**config.mk**
```make
export PLATFORM = sky130hd
export DESIGN_NAME = divider
export DESIGN_NICKNAME = d
export VERILOG_FILES = /design/src/rtl/polaris_pkg.sv /design/src/rtl/div_negate.sv /design/src/rtl/divider.sv
export SDC_FILE = /design/constraint.sdc
export NUM_CORES = 1
export LEC_CHECK = 0
export ABC_AREA = 0
export BUFFER_PORTS_ARGS = -buffer_cell sky130_fd_sc_hd__clkbuf_2
export CAP_MARGIN = 20
export CELL_PAD_IN_SITES_DETAIL_PLACEMENT = 2
export CELL_PAD_IN_SITES_GLOBAL_PLACEMENT = 2
export CORE_MARGIN = 1
export CORE_UTILIZATION = 37
export DETAILED_ROUTE_END_ITERATION = 12
export GPL_TIMING_DRIVEN = 0
export PLACE_DENSITY_LB_ADDON = 0.1
export SLEW_MARGIN = 20
export SYNTH_ARGS = -nofsm -noshare
export SYNTH_HDL_FRONTEND = slang
export SYNTH_SLANG_ARGS = --single-unit
```
**constraint.sdc**
```tcl
create_clock -name clk_i -period 14.38 [get_ports clk_i]
set_input_delay 2.157 -clock clk_i [delete_from_list [all_inputs] [get_ports clk_i]]
set_output_delay 2.157 -clock clk_i [all_outputs]
set_load 0.02 [all_outputs]
```
**src/rtl/polaris_pkg.sv**
```systemverilog
// Shared Polaris execution-stage definitions: default datapath width and
// the state encoding of the iterative divider.
package polaris_pkg;

    localparam int XLEN = 64;

    typedef enum logic [1:0] {
        DIV_IDLE = 2'd0,
        DIV_RUN  = 2'd1,
        DIV_FIX  = 2'd2
    } div_state_e;

endpackage : polaris_pkg

```
**src/rtl/div_negate.sv**
```systemverilog
// Conditional two's-complement: passes value_i through, or negates it when
// enable_i is set. Used for operand magnitudes and for result sign fix-up.
module div_negate #(
    parameter int WIDTH = 64
) (
    input  logic [WIDTH-1:0] value_i,
    input  logic             enable_i,
    output logic [WIDTH-1:0] result_o
);

    localparam logic [WIDTH-1:0] ONE = WIDTH'(1);

    assign result_o = enable_i ? (~value_i + ONE) : value_i;

endmodule : div_negate

```
**src/rtl/divider.sv**
```systemverilog
// Iterative restoring divider, one quotient bit per clock. Signed operands
// are reduced to magnitudes up front and the recorded signs are re-applied
// to the quotient and remainder when the loop retires.
module divider
    import polaris_pkg::*;
#(
    parameter int WIDTH = XLEN
) (
    input  logic             clk_i,
    input  logic             reset_ni,
    input  logic             start_i,
    input  logic             signed_i,
    input  logic [WIDTH-1:0] dividend_i,
    input  logic [WIDTH-1:0] divisor_i,
    output logic             busy_o,
    output logic             valid_o,
    output logic [WIDTH-1:0] quotient_o,
    output logic [WIDTH-1:0] remainder_o,
    output logic             dzflag_o,
    output logic             vflag_o
);

    localparam int CW = (WIDTH > 2) ? $clog2(WIDTH) : 1;
    localparam logic [WIDTH-1:0] MOST_NEG = {1'b1, {(WIDTH-1){1'b0}}};

    div_state_e       state_q, state_d;
    logic [WIDTH-1:0] rem_q, rem_d;      // partial remainder (upper half of shift register)
    logic [WIDTH-1:0] quo_q, quo_d;      // dividend shifting out, quotient shifting in
    logic [WIDTH-1:0] dvs_q, dvs_d;      // divisor magnitude
    logic [CW-1:0]    cnt_q, cnt_d;
    logic             q_neg_q, q_neg_d;
    logic             r_neg_q, r_neg_d;
    logic             dz_q, dz_d;
    logic             ov_q, ov_d;
    logic [WIDTH-1:0] quotient_q, quotient_d;
    logic [WIDTH-1:0] remainder_q, remainder_d;
    logic             dzflag_q, dzflag_d;
    logic             vflag_q, vflag_d;
    logic             valid_q, valid_d;

    logic [WIDTH-1:0] dvd_mag, dvs_mag;
    logic [WIDTH:0]   shifted;
    logic             fits;
    logic [WIDTH-1:0] step_rem, step_quo;
    logic [WIDTH-1:0] quo_fix, rem_fix;

    div_negate #(.WIDTH(WIDTH)) u_neg_dividend (
        .value_i  (dividend_i),
        .enable_i (signed_i & dividend_i[WIDTH-1]),
        .result_o (dvd_mag)
    );

    div_negate #(.WIDTH(WIDTH)) u_neg_divisor (
        .value_i  (divisor_i),
        .enable_i (signed_i & divisor_i[WIDTH-1]),
        .result_o (dvs_mag)
    );

    // One restoring step: the partial remainder gains the next dividend bit,
    // then the divisor is subtracted only if it fits. The shifted value is
    // WIDTH+1 bits wide, so the compare is done at that width; when it fits
    // the difference is below the divisor and its low WIDTH bits are exact.
    assign shifted  = {rem_q, quo_q[WIDTH-1]};
    assign fits     = (shifted >= {1'b0, dvs_q});
    assign step_rem = fits ? (shifted[WIDTH-1:0] - dvs_q) : shifted[WIDTH-1:0];
    assign step_quo = {quo_q[WIDTH-2:0], fits};

    div_negate #(.WIDTH(WIDTH)) u_neg_quotient (
        .value_i  (step_quo),
        .enable_i (q_neg_q),
        .result_o (quo_fix)
    );

    div_negate #(.WIDTH(WIDTH)) u_neg_remainder (
        .value_i  (step_rem),
        .enable_i (r_neg_q),
        .result_o (rem_fix)
    );

    // Next-state and datapath control. Normal results are sign-fixed and
    // loaded as the last iteration retires, so valid_o coincides with the FIX
    // cycle; special cases carry their results through FIX and load on exit.
    always_comb begin
        // NOTE: every _d signal gets its hold value first so no path through
        // the case statement can leave one unassigned and infer a latch.
        state_d     = state_q;
        rem_d       = rem_q;
        quo_d       = quo_q;
        dvs_d       = dvs_q;
        cnt_d       = cnt_q;
        q_neg_d     = q_neg_q;
        r_neg_d     = r_neg_q;
        dz_d        = dz_q;
        ov_d        = ov_q;
        quotient_d  = quotient_q;
        remainder_d = remainder_q;
        dzflag_d    = dzflag_q;
        vflag_d     = vflag_q;
        valid_d     = 1'b0;

        unique case (state_q)
            DIV_IDLE: begin
                if (start_i) begin
                    dz_d    = 1'b0;
                    ov_d    = 1'b0;
                    q_neg_d = 1'b0;
                    r_neg_d = 1'b0;
                    if (divisor_i == '0) begin
                        quo_d   = '1;
                        rem_d   = dividend_i;
                        dz_d    = 1'b1;
                        state_d = DIV_FIX;
                    end else if (signed_i && dividend_i == MOST_NEG && divisor_i == '1) begin
                        quo_d   = dividend_i;
                        rem_d   = '0;
                        ov_d    = 1'b1;
                        state_d = DIV_FIX;
                    end else begin
                        quo_d   = dvd_mag;
                        dvs_d   = dvs_mag;
                        rem_d   = '0;
                        q_neg_d = signed_i & (dividend_i[WIDTH-1] ^ divisor_i[WIDTH-1]);
                        r_neg_d = signed_i & dividend_i[WIDTH-1];
                        cnt_d   = CW'(WIDTH - 1);
                        state_d = DIV_RUN;
                    end
                end
            end
            DIV_RUN: begin
                rem_d = step_rem;
                quo_d = step_quo;
                cnt_d = cnt_q - CW'(1);
                if (cnt_q == '0) begin
                    quotient_d  = quo_fix;
                    remainder_d = rem_fix;
                    dzflag_d    = 1'b0;
                    vflag_d     = 1'b0;
                    valid_d     = 1'b1;
                    state_d     = DIV_FIX;
                end
            end
            DIV_FIX: begin
                if (dz_q || ov_q) begin
                    quotient_d  = quo_q;
                    remainder_d = rem_q;
                    dzflag_d    = dz_q;
                    vflag_d     = ov_q;
                    valid_d     = 1'b1;
                end
                state_d = DIV_IDLE;
            end
            default: state_d = DIV_IDLE;
        endcase
    end

    // State and datapath registers with synchronous active-low reset.
    always_ff @(posedge clk_i) begin
        // NOTE: non-blocking assignments keep every register sampling the
        // pre-edge values, independent of statement order.
        if (!reset_ni) begin
            state_q     <= DIV_IDLE;
            rem_q       <= '0;
            quo_q       <= '0;
            dvs_q       <= '0;
            cnt_q       <= '0;
            q_neg_q     <= 1'b0;
            r_neg_q     <= 1'b0;
            dz_q        <= 1'b0;
            ov_q        <= 1'b0;
            quotient_q  <= '0;
            remainder_q <= '0;
            dzflag_q    <= 1'b0;
            vflag_q     <= 1'b0;
            valid_q     <= 1'b0;
        end else begin
            state_q     <= state_d;
            rem_q       <= rem_d;
            quo_q       <= quo_d;
            dvs_q       <= dvs_d;
            cnt_q       <= cnt_d;
            q_neg_q     <= q_neg_d;
            r_neg_q     <= r_neg_d;
            dz_q        <= dz_d;
            ov_q        <= ov_d;
            quotient_q  <= quotient_d;
            remainder_q <= remainder_d;
            dzflag_q    <= dzflag_d;
            vflag_q     <= vflag_d;
            valid_q     <= valid_d;
        end
    end

    assign busy_o      = (state_q != DIV_IDLE);
    assign valid_o     = valid_q;
    assign quotient_o  = quotient_q;
    assign remainder_o = remainder_q;
    assign dzflag_o    = dzflag_q;
    assign vflag_o     = vflag_q;

endmodule : divider

```
After elaboration in Yosys (flattened, before gate mapping)
Cells that the tools add are included.
{ "classes": {"order_cmp": 1, "reduce_logical": 15, "n_addsub": 6, "mux": 42, "bitwise_logic": 10, "eq_ne": 9} }
{ "op_table": {"columns": ["operator", "n"], "rows": [
  ["two-way mux 64 bit", 14],
  ["case mux 64 bit (2 select lines)", 4],
  ["adder 64 x 1 -> 64 bit (second input constant)", 4],
  ["inverter 64 bit", 4],
  ["equality test 64 bit (second input constant)", 2],
  ["greater-or-equal comparator 65 x 64 -> 1 bit", 1],
  ["logical NOT 64 bit", 1],
  ["subtractor 64 bit", 1],
  ["two-way mux 6 bit", 3],
  ["two-way mux 1 bit", 12],
  ["case mux 6 bit (2 select lines)", 1],
  ["inequality test 2 bit (second input constant)", 5],
  ["two-way mux 2 bit", 4],
  ["AND reduction 4 bit", 2],
  ["logical NOT 6 bit", 1],
  ["case mux 1 bit (2 select lines)", 3],
  ["AND reduction 2 bit", 3],
  ["nonzero test 2 bit", 3],
  ["subtractor 6 x 1 -> 6 bit (second input constant)", 1],
  ["case mux 2 bit (2 select lines)", 1],
  ["bitwise AND 1 bit", 3],
  ["AND reduction 3 bit", 1],
  ["equality test 2 x 1 -> 1 bit (second input constant)", 1],
  ["equality test 2 bit (second input constant)", 1],
  ["other kinds (5)", 7]
]} }
{ "word_totals": {"in_bits": 132, "register_bits": 335} }

Logic depth before layout (Yosys ltp)
Gate-level depths: netlist of the first run.
{ "logic_depth": {"word_depth": 7, "depth_mapped": 28, "depth_no_buf": 24} }

Hierarchy
From an unflattened synthesis of the first run, not the netlist that was laid out.
{ "unflattened": {"hier_cells": 3382, "hier_area_um2": 27186.1} }
{ "modules_own_cells": {"columns": ["module", "cells_each", "instances", "seq_area_each_um2", "area_each_um2"], "rows": [
  ["divider", 2558, 1, 6706.4, 20589.7],
  ["div_negate", 206, 4, 0.0, 1649.1]
]} }

Worst setup path after synthesis of the first run
Ideal clock, no wire load.
{ "synth_timing": {"kind": "flip-flop to flip-flop", "start": "reg rem_q[11]", "end": "reg remainder_q[60] (netlist: remainder_o[60])", "period_less_slack_ns": 6.505, "path_slack_ns": 7.875, "arrival_time_ns": 6.409, "path_stages_with_launch": 27, "n_path_buf": 5, "cell_sequence": "dfxtp_1 > ha_1 > clkbuf_1 > nand4_1 > nor3_1 > o21ai_0 > a311oi_2 > o2111ai_1 > nand2_1 > buf_2 > buf_2 > buf_1 > clkbuf_1 > mux2i_1 > ha_1 > nand2_1 > a21oi_1 > o21bai_1 > or4_1 > or4_1 > nor4_1 > a31oi_1 > nor3_1 > nand3_1 > o41ai_1 > xor2_1 > a221oi_1"} }
{ "synth_via": {"elab_chain_len": 7} }
{ "synth_lines": {"columns": ["element", "line_no", "source"], "rows": [
  ["from (decl)", "divider.sv:27", "logic [WIDTH-1:0] rem_q, rem_d;"],
  ["from (signal assigned)", "divider.sv:177", "rem_q <= rem_d;"],
  ["subtractor 64 bit or greater-or-equal comparator 65 x 64 -> 1 bit (tied branches)", "divider.sv:65, divider.sv:64", null],
  ["two-way mux 64 bit *", "divider.sv:65", "assign step_rem = fits ? (shifted[WIDTH-1:0] - dvs_q) : shifted[WIDTH-1:0];"],
  ["inverter 64 bit", "div_negate.sv:13", "assign result_o = enable_i ? (~value_i + ONE) : value_i;"],
  ["adder 64 x 1 -> 64 bit", "div_negate.sv:13", null],
  ["two-way mux 64 bit *", "div_negate.sv:13", null],
  ["two-way mux 64 bit *", "divider.sv:133", "if (cnt_q == '0) begin"],
  ["case mux 64 bit (2 select lines) *", "divider.sv:101", "unique case (state_q)"],
  ["to (signal assigned)", "divider.sv:186", "remainder_q <= remainder_d;"],
  ["to (decl)", "divider.sv:36", "logic [WIDTH-1:0] remainder_q, remainder_d;"]
]} }
Every way passes the cells marked *; elsewhere a longest branch is shown, timed or not. The select of a mux whose other input is x is not followed.
A chain may end at the register's enable or synchronous reset.

Final worst setup path of the first run
{ "layout_timing": {"start": "reg rem_q[53]", "end": "reg remainder_q[60] (netlist: remainder_o[60])"} }
Same word-level chain as after synthesis.

==> reports/metrics.csv, run 1 <==
metric,value,unit
path_clk_slew,70,ps
cp_data_required_time,14880,ps
cts_setup_buffers,0,
cts-root-buf,clkbuf_16,
die_area,0.0717,sq mm
p_leak,11.2,nW
routabilityCongestion,0.964,
synth.cell_area,0.0261,sq mm
relSlewSlack,0.141,
cts_resized,0,
clock_sinks,335,
max_freq,0.0944,GHz
synth-compound-area-share,0.295,
start_kind,flip-flop,
outcome,completed,
min_period,10590,ps
hp-class,reg -> reg,
die_w,268,um
hold_start,quotient_o[59],
synthCells,3692,
synth_top_family_by_area,compound AO/OA/AOI/OAI gates,
via_count,31500,
dp_hpwl,119000,um
tightest_slew,1290,ps
synth_nets,3899,
grtUsageTotal,0.399,
grt_pass1_vias,32700,
drtPass1Iterations,6,
clockBufferDepth,3,
fin_util,0.430,
grt_overflow_total,0,
synth-adder-area-share,0.0362,
synth_xor_area_frac,0.0878,
setup_violations,0,
synth-main-ff-cell,dfxtp_1,
pwr_density_cell,193,mW/mm^2
drtIter0Drc,2242,
ir_drop,0.0868,mV
async_flop_share,0,
synth_area_per_cell,7.08,sq um
avgViaCountPerCell,6.33,
synth_area_leaders,"dfxtp_1 26%, nand2_1 8.0%, a21oi_1 5.9%",
crit_start,rem_q[53],
clock_latency,620,ps
routed_wl,147000,um
core-area,0.0699,sq mm
hold_viol_final,0,
antenna_left,0,
fill_cells,8518,
critical_path_class,reg -> reg,
slew_violations,0,
cts_buffers,41,
synth-simple-area-share,0.250,
ys_ff_latch,335,
grt_setup_unrepaired,no,
cts-htree-levels,2,
wl_per_cell,29.5,um
grt_max_degree,13,
io_buffers,262,
antenna_found_initial,6,
drive_gt1_frac,0.101,
maxCapViolCount,0,
rows,97,
synthMuxAreaShare,0.0172,
r2r_start,rem_q[53],
synth_edf_count,0,
worst_ep_arrival_time,11090,ps
critPathMaxFanout,10,
yosysWarningCount,0,
die_y,268,um
finalClockSkew,22.7,ps
cts_tree,built,
synth_top_cell_by_area,dfxtp_1,
grt_pass1_wl,212000,um
initial_utilization,0.374,
nNetsFinal,4204,
hold_buffers,0,
io_pins,264,
syn2layout_area_growth,15.0,%
finalCritPeriodShare,0.736,
yosysTopAreaCellShare,0.257,
final.setup.tns,0,ps
drcViolationCount,0,
synthDistinctLibCells,96,
endpoint_kind,flip-flop,
yosysSeqAreaShare,0.257,
## metal layers
metal | up-vias | track usage | part of all wire
li1 | 14100 | - | -
met1 | 15700 | 0.461 | 0.39
met2 | 1279 | 0.675 | 0.47
met3 | 434 | 0.0754 | 0.073
met4 | 0 | 0.254 | 0.069
met5 | - | 0 | 0
## layout by cell type (no fill, tap or decap), types with 26 or more instances in the layout
cell type | Yosys | routed
a211oi_1 | 90 | 90
a21o_1 | 40 | 40
a21oi_1 | 309 | 309
a221oi_1 | 46 | 46
a31oi_1 | 30 | 30
and3_1 | 26 | 26
clkbuf_1 | 231 | 234
clkbuf_16 | 0 | 42
clkbuf_2 | 0 | 267
dfxtp_1 | 335 | 335
ha_1 | 74 | 74
inv_1 | 108 | 108
mux2i_1 | 37 | 37
nand2_1 | 559 | 559
nand3_1 | 69 | 69
nand4_1 | 72 | 72
nor2_1 | 341 | 341
nor3_1 | 131 | 131
nor4_1 | 38 | 37
o211ai_1 | 58 | 58
o21ai_0 | 269 | 269
o221ai_1 | 64 | 64
o31ai_1 | 73 | 73
o41ai_1 | 33 | 32
or3_1 | 44 | 44
or4_1 | 40 | 40
xnor2_1 | 153 | 153
xor2_1 | 109 | 109
## sequential cells by signal, summed over array words and instances (netlist names)
name and cells:
dz_q 1, remainder_o 64, r_neg_q 1, quo_q 64
vflag_o 1, cnt_q 6, rem_q 64, valid_o 1
dzflag_o 1, dvs_q 64, state_q 2, quotient_o 64
q_neg_q 1, ov_q 1
## cells in the mapped netlist (44+ instances only)
cell        n
o221ai_1   64
o211ai_1   58
or3_1      44
nand4_1    72
inv_1     108
xnor2_1   153
nand2_1   559
a21oi_1   309
a221oi_1   46
nor3_1    131
dfxtp_1   335
xor2_1    109
nand3_1    69
o21ai_0   269
a211oi_1   90
clkbuf_1  231
o31ai_1    73
ha_1       74
nor2_1    341
## worst paths after layout
kind | depth (start not counted) | slack [ps] | to
max reg2reg | 27 | 3790 | remainder_o[60]
min reg2reg | 2 | 450 | quotient_o[59]
max | 27 | 3790 | remainder_o[60]
min | 2 | 450 | quotient_o[59]
## logic make-up (layout without fill, tap and decap cells)
family	count (synthesis)	count (layout)
simple gates	1416	1416
compound gates	1169	1169
buf+inv	391	727
flops	335	335
xor+xnor	262	262
fa+ha+maj	75	75
mux	44	44
other cells	0	4
## critical path, stage by stage, from the launching register on
cell	delay [ps]
dfxtp_1	560
ha_1	300
buf_2	170
a21oi_1	180
o21ai_0	240
a311oi_1	500
a21oi_1	180
a211oi_1	410
nand2_1	270
clkinv_1	310
clkbuf_1	680
clkbuf_1	600
clkbuf_1	880
a21boi_0	610
inv_1	280
ha_1	380
nand2_1	90
a21oi_1	160
o21bai_1	150
or4_1	620
or4_1	630
nor4_1	330
a31oi_1	220
nor3_1	430
nand3_1	350
o41ai_1	460
xor2_1	130
a221oi_1	310
## through the flow
stage	std cells	hold WS (ps)	area [sq um]	power (W)	setup slack, ps
2_1_floorplan	3692	432	26100	0.00328	7880
3_3_place_gp	4894	440	28600	0.00444	4260
3_5_place_dp	4894	450	28600	0.00454	4280
4_1_cts	4968	458	30000	0.00568	4160
5_1_grt	4969	470	30000	0.00602	3700
6_report	4972	453	30100	0.00579	3790
## area by class of cell
cell class	instances	area, sq um	area share
multi-input cells	2966	17900	0.597
flip-flops and latches	335	6710	0.223
repair buffers	262	1310	0.0436
clock buffers	63	1260	0.0419
well taps	940	1180	0.0391
plain buffers	279	1090	0.0363
inverters	112	420	0.0140
clock inverters	11	140	0.00466
diodes	4	10.0	0.000333
## report_power, final
group	total, W	switching (W)	leakage (nW)	internal [W]
sequential	0.00128	0.000203	2.75	0.00108
combinational	0.00339	0.00241	7.75	0.000979
clock	0.00112	0.000474	0.691	0.000642
total	0.00579	0.00309	11.2	0.00270
Note: power is estimated with default switching activity, not from simulation.
==> run 2: changes to the inputs <==
--- a/config.mk
+++ b/config.mk
@@ -11,7 +11,7 @@
 export CELL_PAD_IN_SITES_DETAIL_PLACEMENT = 2
 export CELL_PAD_IN_SITES_GLOBAL_PLACEMENT = 2
 export CORE_MARGIN = 1
-export CORE_UTILIZATION = 37
+export CORE_UTILIZATION = 31
 export DETAILED_ROUTE_END_ITERATION = 12
 export GPL_TIMING_DRIVEN = 0
 export PLACE_DENSITY_LB_ADDON = 0.1
==> constraint.sdc (replaced) <==
create_clock -name clk_i -period 9.4 [get_ports clk_i]
set_input_delay 1.41 -clock clk_i [delete_from_list [all_inputs] [get_ports clk_i]]
set_output_delay 1.41 -clock clk_i [all_outputs]
set_load 0.02 [all_outputs]
==> reports/metrics.csv, run 2 (synthesis gave the netlist of run 1 again) <==
metric,value,unit
clock_sinks,335,
power_frac_comb,0.579,
setup_violations,0,
drcViolationCount,0,
worst_ep_arrival_time,9640,ps
cts_tree,built,
drtPass1Iterations,7,
nNetsFinal,4204,
die_y,292,um
clockBufferDepth,3,
rows,106,
max_freq,0.110,GHz
finalCritPeriodShare,0.967,
grt_max_degree,20,
grt_pass1_wl,215000,um
relSlewSlack,0.156,
cp_data_required_time,9950,ps
initial_utilization,0.313,
syn2layout_area_growth,16.2,%
grtUsageTotal,0.339,
final_common_cell,nand2_1,
clock_latency,610,ps
swShare,0.528,
avgViaCountPerCell,5.99,
grt_pass1_vias,31600,
pwr_density_cell,295,mW/mm^2
drive_gt1_frac,0.105,
die_w,292,um
core-area,0.0836,sq mm
final.setup.worst_slack,308,ps
critical_path_class,reg -> reg,
hp-class,reg -> reg,
seqPwrFrac,0.219,
final_cell_mix,"559 x nand2_1, 341 x nor2_1, 332 x dfxtp_1",
via_count,30600,
grt_overflow_total,0,
outcome,completed,
cts-root-buf,clkbuf_16,
start_kind,flip-flop,
cts_buffers,42,
min_period,9090,ps
slowest_delay,640,ps
hold_viol_final,0,
die_area,0.0855,sq mm
endpoint_kind,flip-flop,
antenna_found_initial,5,
finalClockSkew,27.0,ps
critical_path.top_delay_family,compound AO/OA/AOI/OAI gates,
wl_per_cell,29.1,um
switching_power,0.00473,W
antenna_left,0,
pwr-share-clk,0.202,
place_ws,-962,ps
cts-htree-levels,2,
slew_violations,0,
fin_util,0.363,
path_buf_inv,6,
tightest_slew,1270,ps
dp_hpwl,122000,um
slowest_stage,o41ai_1,
drtIter0Drc,2101,
routabilityCongestion,0.971,
cts_setup_buffers,0,
p_int,0.00422,W
total_power,0.00895,W
io_pins,264,
hold_buffers,0,
routed_wl,149000,um
critPathMaxFanout,10,
p_leak,11.3,nW
maxCapViolCount,0,
path_clk_slew,60,ps
fill_cells,10100,
io_buffers,262,
ir_drop,0.180,mV
## run 2: changes by cell type in the layout (fill, tap and decap cells not counted), sizes merged
cell      previous run  this run
clkbuf             556       550
buf                 48        47
bufinv               2         6
diode                4         3
clkinvlp             1         3
clkinv               9        13
## run 2: stage by stage
| stage | cells | cell area [sq um] | hold slack [ps] | setup TNS [ps] |
|---|---|---|---|---|
| 2_1_floorplan | 3692 | 26100 | 432 | 0 |
| 3_3_place_gp | 5034 | 28800 | 439 | -6970 |
| 3_5_place_dp | 5034 | 28800 | 451 | -7510 |
| 4_1_cts | 5111 | 30300 | 459 | 0 |
| 5_1_grt | 5113 | 30400 | 477 | -4.98 |
| 6_report | 5114 | 30400 | 454 | 0 |
## run 2: worst reg2reg max path, delay by kind of cell (launching register included)
family,cells,cell delay (ps)
simple gates,5,1950
compound gates,12,3860
fa+ha+maj,2,680
flops,1,560
xor+xnor,1,130
buf+inv,6,1860
## run 2: worst paths after layout
check / startpoint / to / slack, ps / depth (start not counted)
min: quotient_o[7] / quotient_o[7] / 450 / 2
max: rem_q[53] / remainder_o[42] / 310 / 26
max reg2reg: rem_q[53] / remainder_o[42] / 310 / 26
min reg2reg: quotient_o[7] / quotient_o[7] / 450 / 2
## run 2: power by group through the flow
stage / clock (W) / combinational [W] / sequential [W]
floorplan: 0 / 0.00308 / 0.00194
global placement: 0 / 0.00494 / 0.00196
detailed placement: 0 / 0.00503 / 0.00197
CTS: 0.00183 / 0.00506 / 0.00194
global route: 0.00188 / 0.00552 / 0.00197
finish: 0.00181 / 0.00518 / 0.00196
## run 2: timing repair
item,CTS,global route
resized for setup,5,10
pin swaps,0,0
setup endpoints to repair,24,6
## run 2: cell type report
type                    count  area [sq um]  share of cell area
inverters                 112           420              0.0138
flip-flops and latches    335          6710               0.221
diodes                      3          7.51            0.000247
clock inverters            21           297             0.00977
well taps                1080          1350              0.0445
plain buffers             278          1100              0.0361
repair buffers            262          1310              0.0432
multi-input cells        2966         18000               0.592
clock buffers              57          1210              0.0398
## run 2: routing by layer
layer | part of all wire | global-route usage | vias up
met5 | 0 | 0 | -
met4 | 0.057 | 0.178 | 0
met3 | 0.053 | 0.0389 | 327
met2 | 0.47 | 0.575 | 1034
met1 | 0.42 | 0.420 | 15200
li1 | - | - | 14100
==> run 3: changes to the inputs <==
--- a/config.mk
+++ b/config.mk
@@ -14,7 +14,7 @@
 export CORE_UTILIZATION = 31
 export DETAILED_ROUTE_END_ITERATION = 12
 export GPL_TIMING_DRIVEN = 0
-export PLACE_DENSITY_LB_ADDON = 0.1
+export PLACE_DENSITY = 0.79
 export SLEW_MARGIN = 20
 export SYNTH_ARGS = -nofsm -noshare
 export SYNTH_HDL_FRONTEND = slang
==> reports/metrics.csv, run 3 (synthesis gave the netlist of run 1 again) <==
metric,value,unit
power_frac_comb,0.583,
final_common_cell,nand2_1,
routed_wl,145000,um
cts-htree-levels,2,
hold_start,dvs_q[58],
initial_utilization,0.313,
clockBufferDepth,3,
dp_hpwl,119000,um
hold_buffers,0,
routabilityCongestion,0.968,
nNetsFinal,4202,
design_area,0.0302,sq mm
grt_pass1_vias,32000,
cts_tree,built,
finalClockSkew,30.6,ps
slowest_stage,or4_1,
outcome,finished with violations,
critPathMaxFanout,18,
hold_viol_final,0,
die_w,292,um
cts_buffers,41,
tightest_slew,1260,ps
die_area,0.0855,sq mm
final.setup.worst_slack,281,ps
path_clk_slew,60,ps
slew_violations,0,
antenna_found_initial,7,
dp.cells,5034,
drtPass1Iterations,9,
io_buffers,262,
p_int,0.00415,W
grt_overflow_total,0,
rows,106,
start_kind,flip-flop,
seqPwrFrac,0.222,
critical_path_class,reg -> reg,
ir_drop,0.124,mV
wl_per_cell,28.4,um
drtIter0Drc,2227,
antenna_left,0,
switching_power,0.00468,W
clock_latency,610,ps
grt_setup_unrepaired,no,
path_buf_inv,5,
clock_sinks,335,
grt_max_degree,19,
cp_common_cell,o21ai_0,
slowest_delay,630,ps
pwr_density_cell,292,mW/mm^2
fill_cells,10100,
via_count,31100,
cts-root-buf,clkbuf_16,
critical_path.top_delay_family,compound AO/OA/AOI/OAI gates,
final_cells,5111,
endpoint_kind,flip-flop,
crit_start,rem_q[19],
hold_slack,455,ps
maxCapViolCount,0,
multiInputGateArea,0.0179,sq mm
avgViaCountPerCell,6.09,
cts_setup_buffers,0,
place_ws,-497,ps
pwr-share-clk,0.195,
finalCritPeriodShare,0.970,
final_cell_mix,"559 x nand2_1, 341 x nor2_1, 335 x dfxtp_1",
r2r_start,rem_q[19],
hp-class,reg -> reg,
violations,design-rule violations,
setup_violations,0,
drcViolationCount,2,
swShare,0.530,
relSlewSlack,0.161,
die_y,292,um
cp_data_required_time,9940,ps
drive_gt1_frac,0.101,
core-area,0.0836,sq mm
place_area,0.0288,sq mm
min_period,9120,ps
grt_pass1_wl,211000,um
grtUsageTotal,0.329,
regArea,0.00671,sq mm
total_power,0.00883,W
io_pins,264,
p_leak,11.2,nW
syn2layout_area_growth,15.7,%
worst_ep_arrival_time,9660,ps
max_freq,0.110,GHz
-- run 3: final timing paths --
kind	endpoint	slack, ps	cells after the start
setup / recovery	remainder_o[42]	280	25
hold / removal	dvs_q[58]	450	2
setup reg to reg	remainder_o[42]	280	25
hold reg to reg	dvs_q[58]	450	2
-- run 3: power groups by stage --
stage / Clock [W] / Combinational [W] / Sequential, W
3_3_place_gp: 0 / 0.00485 / 0.00196
3_5_place_dp: 0 / 0.00498 / 0.00197
4_1_cts: 0.00174 / 0.00500 / 0.00194
2_1_floorplan: 0 / 0.00308 / 0.00194
5_1_grt: 0.00180 / 0.00543 / 0.00197
6_report: 0.00172 / 0.00514 / 0.00196
-- run 3: layer usage --
layer | GRT usage | vias up | part of all wire
met2 | 0.547 | 1254 | 0.46
met4 | 0.184 | 0 | 0.060
met3 | 0.0411 | 348 | 0.067
met1 | 0.411 | 15500 | 0.42
met5 | 0 | - | 0
li1 | - | 14100 | -
-- run 3: cell type report --
| type | count | area share |
|---|---|---|
| diodes | 5 | 0.000414 |
| plain buffers | 277 | 0.0359 |
| clock buffers | 54 | 0.0379 |
| clock inverters | 20 | 0.00882 |
| inverters | 112 | 0.0139 |
| multi-input cells | 2966 | 0.593 |
| flip-flops and latches | 335 | 0.222 |
| well taps | 1080 | 0.0447 |
| repair buffers | 262 | 0.0434 |
-- run 3: what timing repair did --
action,CTS,global route
cloned,0,0
endpoints found under the hold margin,0,0
gates resized for setup,2,2
endpoints found under the setup margin,10,5
-- run 3: worst reg2reg max path, delay by kind of cell (launching register included) --
family                     cells  cell delay, ps
DFF                            1             600
adders and majority gates      2             670
and+or+nand+nor                6            2110
buffers and inverters          5            1840
xor gates and xnor gates       1             130
AOI/OAI and AO/OA             11            3750
-- run 3: per-stage QoR --
step / setup TNS, ps / utilization
finish: 0 / 0.362
global placement: -1270 / 0.345
CTS: 0 / 0.362
detailed placement: -1920 / 0.345
floorplan: 0 / -
global route: 0 / 0.362
